==> src/rtl/up_dacbuf_wavegen_if.sv <==
// ---------------------------------------------------------------------------
// up_dacbuf_wavegen_if
//  Up write bus between the waveform loader (master) and the DAC buffer
//  register/sample-RAM block (slave).
//  Signals:
//   up_wreq   master->slave  write request, held until up_wack is seen
//   up_waddr  master->slave  write address (ADDRESS_WIDTH+1 bits)
//   up_wdata  master->slave  write data (32 bits)
//   up_wack   slave->master  write acknowledge
// ---------------------------------------------------------------------------
interface up_dacbuf_wavegen_if #(
    parameter int ADDRESS_WIDTH = 12
);
    logic                     up_wreq;
    logic [ADDRESS_WIDTH:0]   up_waddr;
    logic [31:0]              up_wdata;
    logic                     up_wack;

    modport master (
        output up_wreq,
        output up_waddr,
        output up_wdata,
        input  up_wack
    );

    modport slave (
        input  up_wreq,
        input  up_waddr,
        input  up_wdata,
        output up_wack
    );
endinterface

==> src/rtl/up_dacbuf_wavegen.sv <==
// ---------------------------------------------------------------------------
// up_dacbuf_wavegen
//  On start_i, generates one period of a DC / square / sawtooth / triangle
//  waveform and writes it into the DAC buffer over the up write bus:
//  stop playback (addr 0 <= 0), fill samples (BUF_BASE+i), write last index
//  (addr 1), re-arm playback (addr 0 <= 1 or 2).
//  Ports:
//   up_clk, up_rst     clock, asynchronous active-high reset
//   start_i, abort_i   start a load (cfg_* latched) / cancel the load
//   cfg_wave/last/lo/hi/step/async   waveform configuration
//   busy_o, done_o, err_o            status (err_o sticky until next start)
//   up_bus             up write bus, master side
// ---------------------------------------------------------------------------
module up_dacbuf_wavegen #(
    parameter int ADDRESS_WIDTH = 12,
    parameter int DACBUF_SIZE   = 8,
    parameter int DACDAT_WIDTH  = 14,
    parameter int WACK_TIMEOUT  = 16
) (
    input  logic                      up_clk,
    input  logic                      up_rst,
    input  logic                      start_i,
    input  logic                      abort_i,
    input  logic [1:0]                cfg_wave,
    input  logic [DACBUF_SIZE:0]      cfg_last,
    input  logic [DACDAT_WIDTH-1:0]   cfg_lo,
    input  logic [DACDAT_WIDTH-1:0]   cfg_hi,
    input  logic [DACDAT_WIDTH-1:0]   cfg_step,
    input  logic                      cfg_async,
    output logic                      busy_o,
    output logic                      done_o,
    output logic                      err_o,
    up_dacbuf_wavegen_if.master       up_bus
);
    localparam int W  = DACDAT_WIDTH;
    localparam int IW = DACBUF_SIZE + 1;
    localparam int TW = (WACK_TIMEOUT > 1) ? $clog2(WACK_TIMEOUT) : 1;
    localparam logic [ADDRESS_WIDTH:0] BUF_BASE = (ADDRESS_WIDTH+1)'(1) << IW;

    typedef enum logic [2:0] {
        ST_IDLE, ST_STOP, ST_FILL, ST_LOAD, ST_ARM, ST_DONE
    } state_t;

    state_t          state_q, state_d;
    logic            gap_q,   gap_d;
    logic [TW-1:0]   tmo_q,   tmo_d;
    logic [IW-1:0]   idx_q,   idx_d;
    logic [W-1:0]    smp_q,   smp_d;
    logic            dir_q,   dir_d;      // triangle direction, 1 = down
    logic            err_q,   err_d;
    logic [1:0]      wave_q,  wave_d;
    logic [IW-1:0]   last_q,  last_d;
    logic [W-1:0]    lo_q,    lo_d;
    logic [W-1:0]    hi_q,    hi_d;
    logic [W-1:0]    step_q,  step_d;
    logic            async_q, async_d;

    // Next sample of the period, evaluated during the gap after a FILL write.
    logic [W:0]      sum_up, lo_plus;
    logic [IW-1:0]   idx_inc;
    logic [W-1:0]    nxt_smp;
    logic            nxt_dir;

    assign sum_up  = {1'b0, smp_q} + {1'b0, step_q};
    assign lo_plus = {1'b0, lo_q} + {1'b0, step_q};
    assign idx_inc = idx_q + IW'(1);

    always_comb begin
        nxt_smp = smp_q;
        nxt_dir = dir_q;
        case (wave_q)
            2'd0: nxt_smp = hi_q;
            2'd1: nxt_smp = (idx_inc <= (last_q >> 1)) ? hi_q : lo_q;
            2'd2: nxt_smp = smp_q + step_q;
            default: begin
                if (!dir_q) begin
                    if (sum_up > {1'b0, hi_q}) begin
                        nxt_smp = hi_q;
                        nxt_dir = 1'b1;
                    end else begin
                        nxt_smp = sum_up[W-1:0];
                    end
                end else begin
                    if ({1'b0, smp_q} < lo_plus) begin
                        nxt_smp = lo_q;
                        nxt_dir = 1'b0;
                    end else begin
                        nxt_smp = smp_q - step_q;
                    end
                end
            end
        endcase
    end

    logic in_write;
    assign in_write = (state_q == ST_STOP) || (state_q == ST_FILL) ||
                      (state_q == ST_LOAD) || (state_q == ST_ARM);

    always_ff @(posedge up_clk or posedge up_rst) begin
        if (up_rst) begin
            state_q <= ST_IDLE;
            gap_q   <= 1'b0;
            tmo_q   <= '0;
            idx_q   <= '0;
            smp_q   <= '0;
            dir_q   <= 1'b0;
            err_q   <= 1'b0;
            wave_q  <= '0;
            last_q  <= '0;
            lo_q    <= '0;
            hi_q    <= '0;
            step_q  <= '0;
            async_q <= 1'b0;
        end else begin
            state_q <= state_d;
            gap_q   <= gap_d;
            tmo_q   <= tmo_d;
            idx_q   <= idx_d;
            smp_q   <= smp_d;
            dir_q   <= dir_d;
            err_q   <= err_d;
            wave_q  <= wave_d;
            last_q  <= last_d;
            lo_q    <= lo_d;
            hi_q    <= hi_d;
            step_q  <= step_d;
            async_q <= async_d;
        end
    end

    always_comb begin
        state_d = state_q;
        gap_d   = gap_q;
        tmo_d   = tmo_q;
        idx_d   = idx_q;
        smp_d   = smp_q;
        dir_d   = dir_q;
        err_d   = err_q;
        wave_d  = wave_q;
        last_d  = last_q;
        lo_d    = lo_q;
        hi_d    = hi_q;
        step_d  = step_q;
        async_d = async_q;
        case (state_q)
            ST_IDLE: begin
                if (start_i) begin
                    wave_d  = cfg_wave;
                    last_d  = cfg_last;
                    lo_d    = cfg_lo;
                    hi_d    = cfg_hi;
                    step_d  = cfg_step;
                    async_d = cfg_async;
                    err_d   = 1'b0;
                    gap_d   = 1'b0;
                    tmo_d   = '0;
                    idx_d   = '0;
                    dir_d   = 1'b0;
                    // Sample 0: saw/triangle start at lo, DC/square at hi.
                    smp_d   = cfg_wave[1] ? cfg_lo : cfg_hi;
                    state_d = ST_STOP;
                end
            end
            ST_STOP, ST_FILL, ST_LOAD, ST_ARM: begin
                if (abort_i) begin
                    state_d = ST_IDLE;
                    gap_d   = 1'b0;
                end else if (!gap_q) begin
                    if (up_bus.up_wack) begin
                        // The ARM write's gap cycle is the DONE cycle.
                        if (state_q == ST_ARM) state_d = ST_DONE;
                        else                   gap_d   = 1'b1;
                    end else if (tmo_q == TW'(WACK_TIMEOUT - 1)) begin
                        err_d   = 1'b1;
                        state_d = ST_IDLE;
                    end else begin
                        tmo_d = tmo_q + TW'(1);
                    end
                end else begin
                    gap_d = 1'b0;
                    tmo_d = '0;
                    case (state_q)
                        ST_STOP: state_d = ST_FILL;
                        ST_FILL: begin
                            if (idx_q == last_q) begin
                                state_d = ST_LOAD;
                            end else begin
                                idx_d = idx_inc;
                                smp_d = nxt_smp;
                                dir_d = nxt_dir;
                            end
                        end
                        default: state_d = ST_ARM;  // from LOAD
                    endcase
                end
            end
            default: state_d = ST_IDLE;             // ST_DONE
        endcase
    end

    // Output stage expects the sample bit-reversed in bits W..1.
    logic [31:0] pack_w;
    generate
        for (genvar gi = 0; gi < 32; gi++) begin : g_pack
            if (gi >= 1 && gi <= W) begin : g_bit
                assign pack_w[gi] = smp_q[W-gi];
            end else begin : g_zero
                assign pack_w[gi] = 1'b0;
            end
        end
    endgenerate

    logic                   wreq_w;
    logic [ADDRESS_WIDTH:0] waddr_w;
    logic [31:0]            wdata_w;

    assign wreq_w = in_write && !gap_q;

    always_comb begin
        waddr_w = '0;
        wdata_w = '0;
        if (wreq_w) begin
            case (state_q)
                ST_FILL: begin
                    waddr_w = BUF_BASE + (ADDRESS_WIDTH+1)'(idx_q);
                    wdata_w = pack_w;
                end
                ST_LOAD: begin
                    waddr_w = (ADDRESS_WIDTH+1)'(1);
                    wdata_w = 32'(last_q);
                end
                ST_ARM:  wdata_w = async_q ? 32'd2 : 32'd1;
                default: wdata_w = '0;
            endcase
        end
    end

    assign up_bus.up_wreq  = wreq_w;
    assign up_bus.up_waddr = waddr_w;
    assign up_bus.up_wdata = wdata_w;
    assign busy_o = (state_q != ST_IDLE);
    assign done_o = (state_q == ST_DONE);
    assign err_o  = err_q;
endmodule
==> src/flat_wrapper.sv <==
// flat-port wrapper written by rule: the top's interface ports become plain ports
module up_dacbuf_wavegen_flat 
#(
    parameter int ADDRESS_WIDTH = 12,
    parameter int DACBUF_SIZE   = 8,
    parameter int DACDAT_WIDTH  = 14,
    parameter int WACK_TIMEOUT  = 16
)
  (up_clk, up_rst, start_i, abort_i, cfg_wave, cfg_last, cfg_lo, cfg_hi, cfg_step, cfg_async, busy_o, done_o, err_o, up_bus_up_wreq, up_bus_up_waddr, up_bus_up_wdata, up_bus_up_wack);
  up_dacbuf_wavegen_if #(.ADDRESS_WIDTH(ADDRESS_WIDTH)) up_bus_i ();
  input  logic up_clk;
  input  logic up_rst;
  input  logic start_i;
  input  logic abort_i;
  input  logic [1:0] cfg_wave;
  input  logic [DACBUF_SIZE:0] cfg_last;
  input  logic [DACDAT_WIDTH-1:0] cfg_lo;
  input  logic [DACDAT_WIDTH-1:0] cfg_hi;
  input  logic [DACDAT_WIDTH-1:0] cfg_step;
  input  logic cfg_async;
  output logic busy_o;
  output logic done_o;
  output logic err_o;
  output wire logic [$bits(up_bus_i.up_wreq)-1:0] up_bus_up_wreq;
  output wire logic [$bits(up_bus_i.up_waddr)-1:0] up_bus_up_waddr;
  output wire logic [$bits(up_bus_i.up_wdata)-1:0] up_bus_up_wdata;
  input wire logic [$bits(up_bus_i.up_wack)-1:0] up_bus_up_wack;
  assign up_bus_up_wreq = up_bus_i.up_wreq;
  assign up_bus_up_waddr = up_bus_i.up_waddr;
  assign up_bus_up_wdata = up_bus_i.up_wdata;
  assign up_bus_i.up_wack = up_bus_up_wack;
  up_dacbuf_wavegen #(.ADDRESS_WIDTH(ADDRESS_WIDTH), .DACBUF_SIZE(DACBUF_SIZE), .DACDAT_WIDTH(DACDAT_WIDTH), .WACK_TIMEOUT(WACK_TIMEOUT)) u_core (.up_clk(up_clk), .up_rst(up_rst), .start_i(start_i), .abort_i(abort_i), .cfg_wave(cfg_wave), .cfg_last(cfg_last), .cfg_lo(cfg_lo), .cfg_hi(cfg_hi), .cfg_step(cfg_step), .cfg_async(cfg_async), .busy_o(busy_o), .done_o(done_o), .err_o(err_o), .up_bus(up_bus_i));
endmodule
==> config.mk <==
export PLATFORM = sky130hd
export DESIGN_NAME = up_dacbuf_wavegen_flat
export DESIGN_NICKNAME = d
export VERILOG_FILES = /design/src/rtl/up_dacbuf_wavegen_if.sv /design/src/rtl/up_dacbuf_wavegen.sv /design/src/flat_wrapper.sv
export SDC_FILE = /design/constraint.sdc
export NUM_CORES = 1
export LEC_CHECK = 0
export BUFFER_PORTS_ARGS = -buffer_cell sky130_fd_sc_hd__buf_2
export CAP_MARGIN = 40
export CORE_MARGIN = 3
export CORE_UTILIZATION = 48
export DETAILED_ROUTE_END_ITERATION = 8
export PLACE_DENSITY = 0.72
export SLEW_MARGIN = 25
export SYNTH_ARGS = -nofsm -noshare
export SYNTH_HDL_FRONTEND = slang
export SYNTH_SLANG_ARGS = --single-unit
export TNS_END_PERCENT = 30
==> constraint.sdc <==
create_clock -name up_clk -period 7.65 [get_ports up_clk]
set_input_delay 1.1475 -clock up_clk [delete_from_list [all_inputs] [get_ports up_clk]]
set_output_delay 1.1475 -clock up_clk [all_outputs]
set_load 0.1 [all_outputs]
==> flow_summary.json <==
{
  "post_cts_buffers": 0,
  "clkTransAtPathRegs_ns": 0.07,
  "cts_tree": "yes",
  "grt_max_degree": 50,
  "ant_nets": 0,
  "r2r_cells": 16,
  "die_height_um": 134,
  "hold_path_depth": 2,
  "slew_violations": 0,
  "drive_gt1_frac": 0.136,
  "synthToLayoutAreaGrowth_pct": 10.7,
  "hold_class": "flip-flop to flip-flop",
  "crit_path_cell_trace": "ha_1, fa_1, a21o_1, a211oi_1, o211ai_1, a41oi_1, xor2_1, ha_1, nand4_1, or4_1, a31oi_1, nand4_1, buf_4, a2111oi_0, a31oi_1, a22oi_1",
  "avgSynthCellArea_um2": 8.11,
  "num_rows": 46,
  "drt-pass1-iter-count": 5,
  "num_vias": 7492,
  "worstPathRequired_ns": 7.91,
  "grt_setup_unrepaired": "false",
  "ys_async_sr_fraction": 1.00,
  "coreArea_um2": 16000,
  "ios": 108,
  "crit_slowest_cell": "a211oi_1",
  "critPathKind": "flip-flop to flip-flop",
  "tns_ns": 0,
  "antenna_found_initial": 0,
  "n_antenna_cell": 0,
  "via_per_inst": 5.96,
  "synth_top_cells_by_area": "dfrtp_1 (27%), ha_1 (12%), nand2_1 (6.3%)",
  "cp.arrival_ns": 5.06,
  "initial_core_util": 0.495,
  "synth_top_area_share": 0.275,
  "synth_edf_count": 0,
  "place.gp.congestion": 0.956,
  "cp-start-kind": "flip-flop",
  "grt_overflow": 0,
  "numCtsBuffers": 9,
  "grt_usage": 0.264,
  "worst_setup_path_end_kind": "flip-flop",
  "drv_cap": 0,
  "syn_area_um2": 7920,
  "max_slew_margin": 0.522,
  "layout_min_cycle_time_ns": 4.80,
  "grt_pass1_vias": 6986,
  "dieArea_um2": 18100,
  "synth.distinct_cells": 68,
  "crit_family": "compound AO/OA/AOI/OAI gates",
  "cts_buffer_depth": 2,
  "rrSetupSlack_ns": 2.85,
  "drc_errors": 0,
  "synth_cells": 977,
  "fmax_mhz": 208,
  "finalCritPeriodShare": 0.627,
  "yosysMostFrequentCell": "nand2_1",
  "die-width_um": 134,
  "skew_ns": 0.00842,
  "clkSinkCount": 87,
  "synth_largest_area_cell": "dfrtp_1",
  "cpPeakStageDelay_ns": 0.56,
  "drt_iter0_markers": 576,
  "setup-violations-final": 0,
  "status": "complete, no violations",
  "cp.buffers_inverters": 1,
  "grt_pass1_wl_um": 37700,
  "clockRootBuffer": "clkbuf_16",
  "ctsResizeCount": 0,
  "crit_cells": 16,
  "detail_route.wl_per_cell_um": 18.9,
  "final_nets": 1175,
  "ys_seq_elements": 87,
  "dp_hpwl_um": 17800,
  "hold_viol_final": 0,
  "ys_seq_area_frac": 0.275,
  "htree_num_levels": 3,
  "worstPathMaxFanout": 29,
  "clock_latency_ns": 0.35,
  "yosys-top-cells-count": "nand2_1 (134), dfrtp_1 (87), ha_1 (78)",
  "numPortBuffers": 87,
  "synth_warnings": 0,
  "hold_buffers": 0,
  "yosys_most_used_dff": "dfrtp_1",
  "routed_wirelength_um": 23700,
  "worst_pin_slew_ns": 0.717
}
## worst register-to-register path: stages, from the launching register on
cell	delay [ns]
dfrtp_1	0.42
ha_1	0.25
fa_1	0.43
a21o_1	0.21
a211oi_1	0.56
o211ai_1	0.25
a41oi_1	0.26
xor2_1	0.10
ha_1	0.30
nand4_1	0.15
or4_1	0.56
a31oi_1	0.18
nand4_1	0.11
buf_4	0.25
a2111oi_0	0.40
a31oi_1	0.09
a22oi_1	0.19
## metal layers
layer | vias to the layer above | track usage | part of all wire
li1 | 3556 | - | -
met1 | 3552 | 0.377 | 0.44
met2 | 338 | 0.408 | 0.45
met3 | 46 | 0.0414 | 0.077
met4 | 0 | 0.0911 | 0.031
met5 | - | 0 | 0
## state kept, by name (all words and copies together) (netlist names)
register,cells
u_core.hi_q,14
u_core.lo_q,14
u_core.smp_q,14
u_core.step_q,14
u_core.idx_q,9
u_core.last_q,9
u_core.tmo_q,4
u_core.state_q,3
u_core.wave_q,2
u_core.async_q,1
u_core.dir_q,1
u_core.err_o,1
u_core.gap_q,1
## layout make-up
cell class | instances | area (um^2)
multi-input combinational | 784 | 5260
sequential | 87 | 2180
tap | 216 | 270
clock inverter | 4 | 31.3
inverter | 54 | 204
fill | 1530 | 7230
clock buffer | 12 | 246
timing repair buffer | 99 | 577
## metrics by stage
| stage | util | cell area [um^2] | setup WS, ns | hold slack [ns] | instances |
|---|---|---|---|---|---|
| after global placement | 0.525 | 8390 | 2.88 | 0.520 | 1234 |
| after detailed placement | 0.530 | 8480 | 2.88 | 0.536 | 1239 |
| final | 0.548 | 8770 | 2.85 | 0.552 | 1256 |
| after CTS | 0.547 | 8760 | 2.85 | 0.553 | 1255 |
| after global routing | 0.548 | 8770 | 2.48 | 0.585 | 1256 |
| after floorplan | - | 8000 | 3.39 | 0.469 | 996 |
## placed cells by master, fill, tap and decap left out, types with 22 or more instances in the layout
master   instances
buf_2           87
nor3_1          31
mux2i_1         34
ha_1            78
nand3_1         22
o21ai_0         77
a21oi_1         56
nor2_1          63
dfrtp_1         87
inv_1           53
nand2_1        134
xor2_1          32
## worst paths after layout
kind,from,end
min in group asynchronous,up_rst,u_core.tmo_q[1]
worst min register to register,u_core.tmo_q[1],u_core.tmo_q[1]
worst max-delay path,u_core.step_q[0],u_core.smp_q[4]
max in group asynchronous,up_rst,u_core.hi_q[2]
worst max register to register,u_core.step_q[0],u_core.smp_q[4]
worst min-delay path,u_core.tmo_q[1],u_core.tmo_q[1]
## cell families after synthesis
logic type	Yosys count	share of synthesized area
AOI/OAI and AO/OA	249	0.204
buffers and inverters	125	0.0704
adders and majority gates	81	0.131
xor gates and xnor gates	49	0.0542
other	1	0.000473
and+or+nand+nor	334	0.198
DFF	87	0.275
muxes	51	0.0681
Power is not shown: default switching activity piles up to over one toggle a cycle in this logic, so the estimate is an artifact.
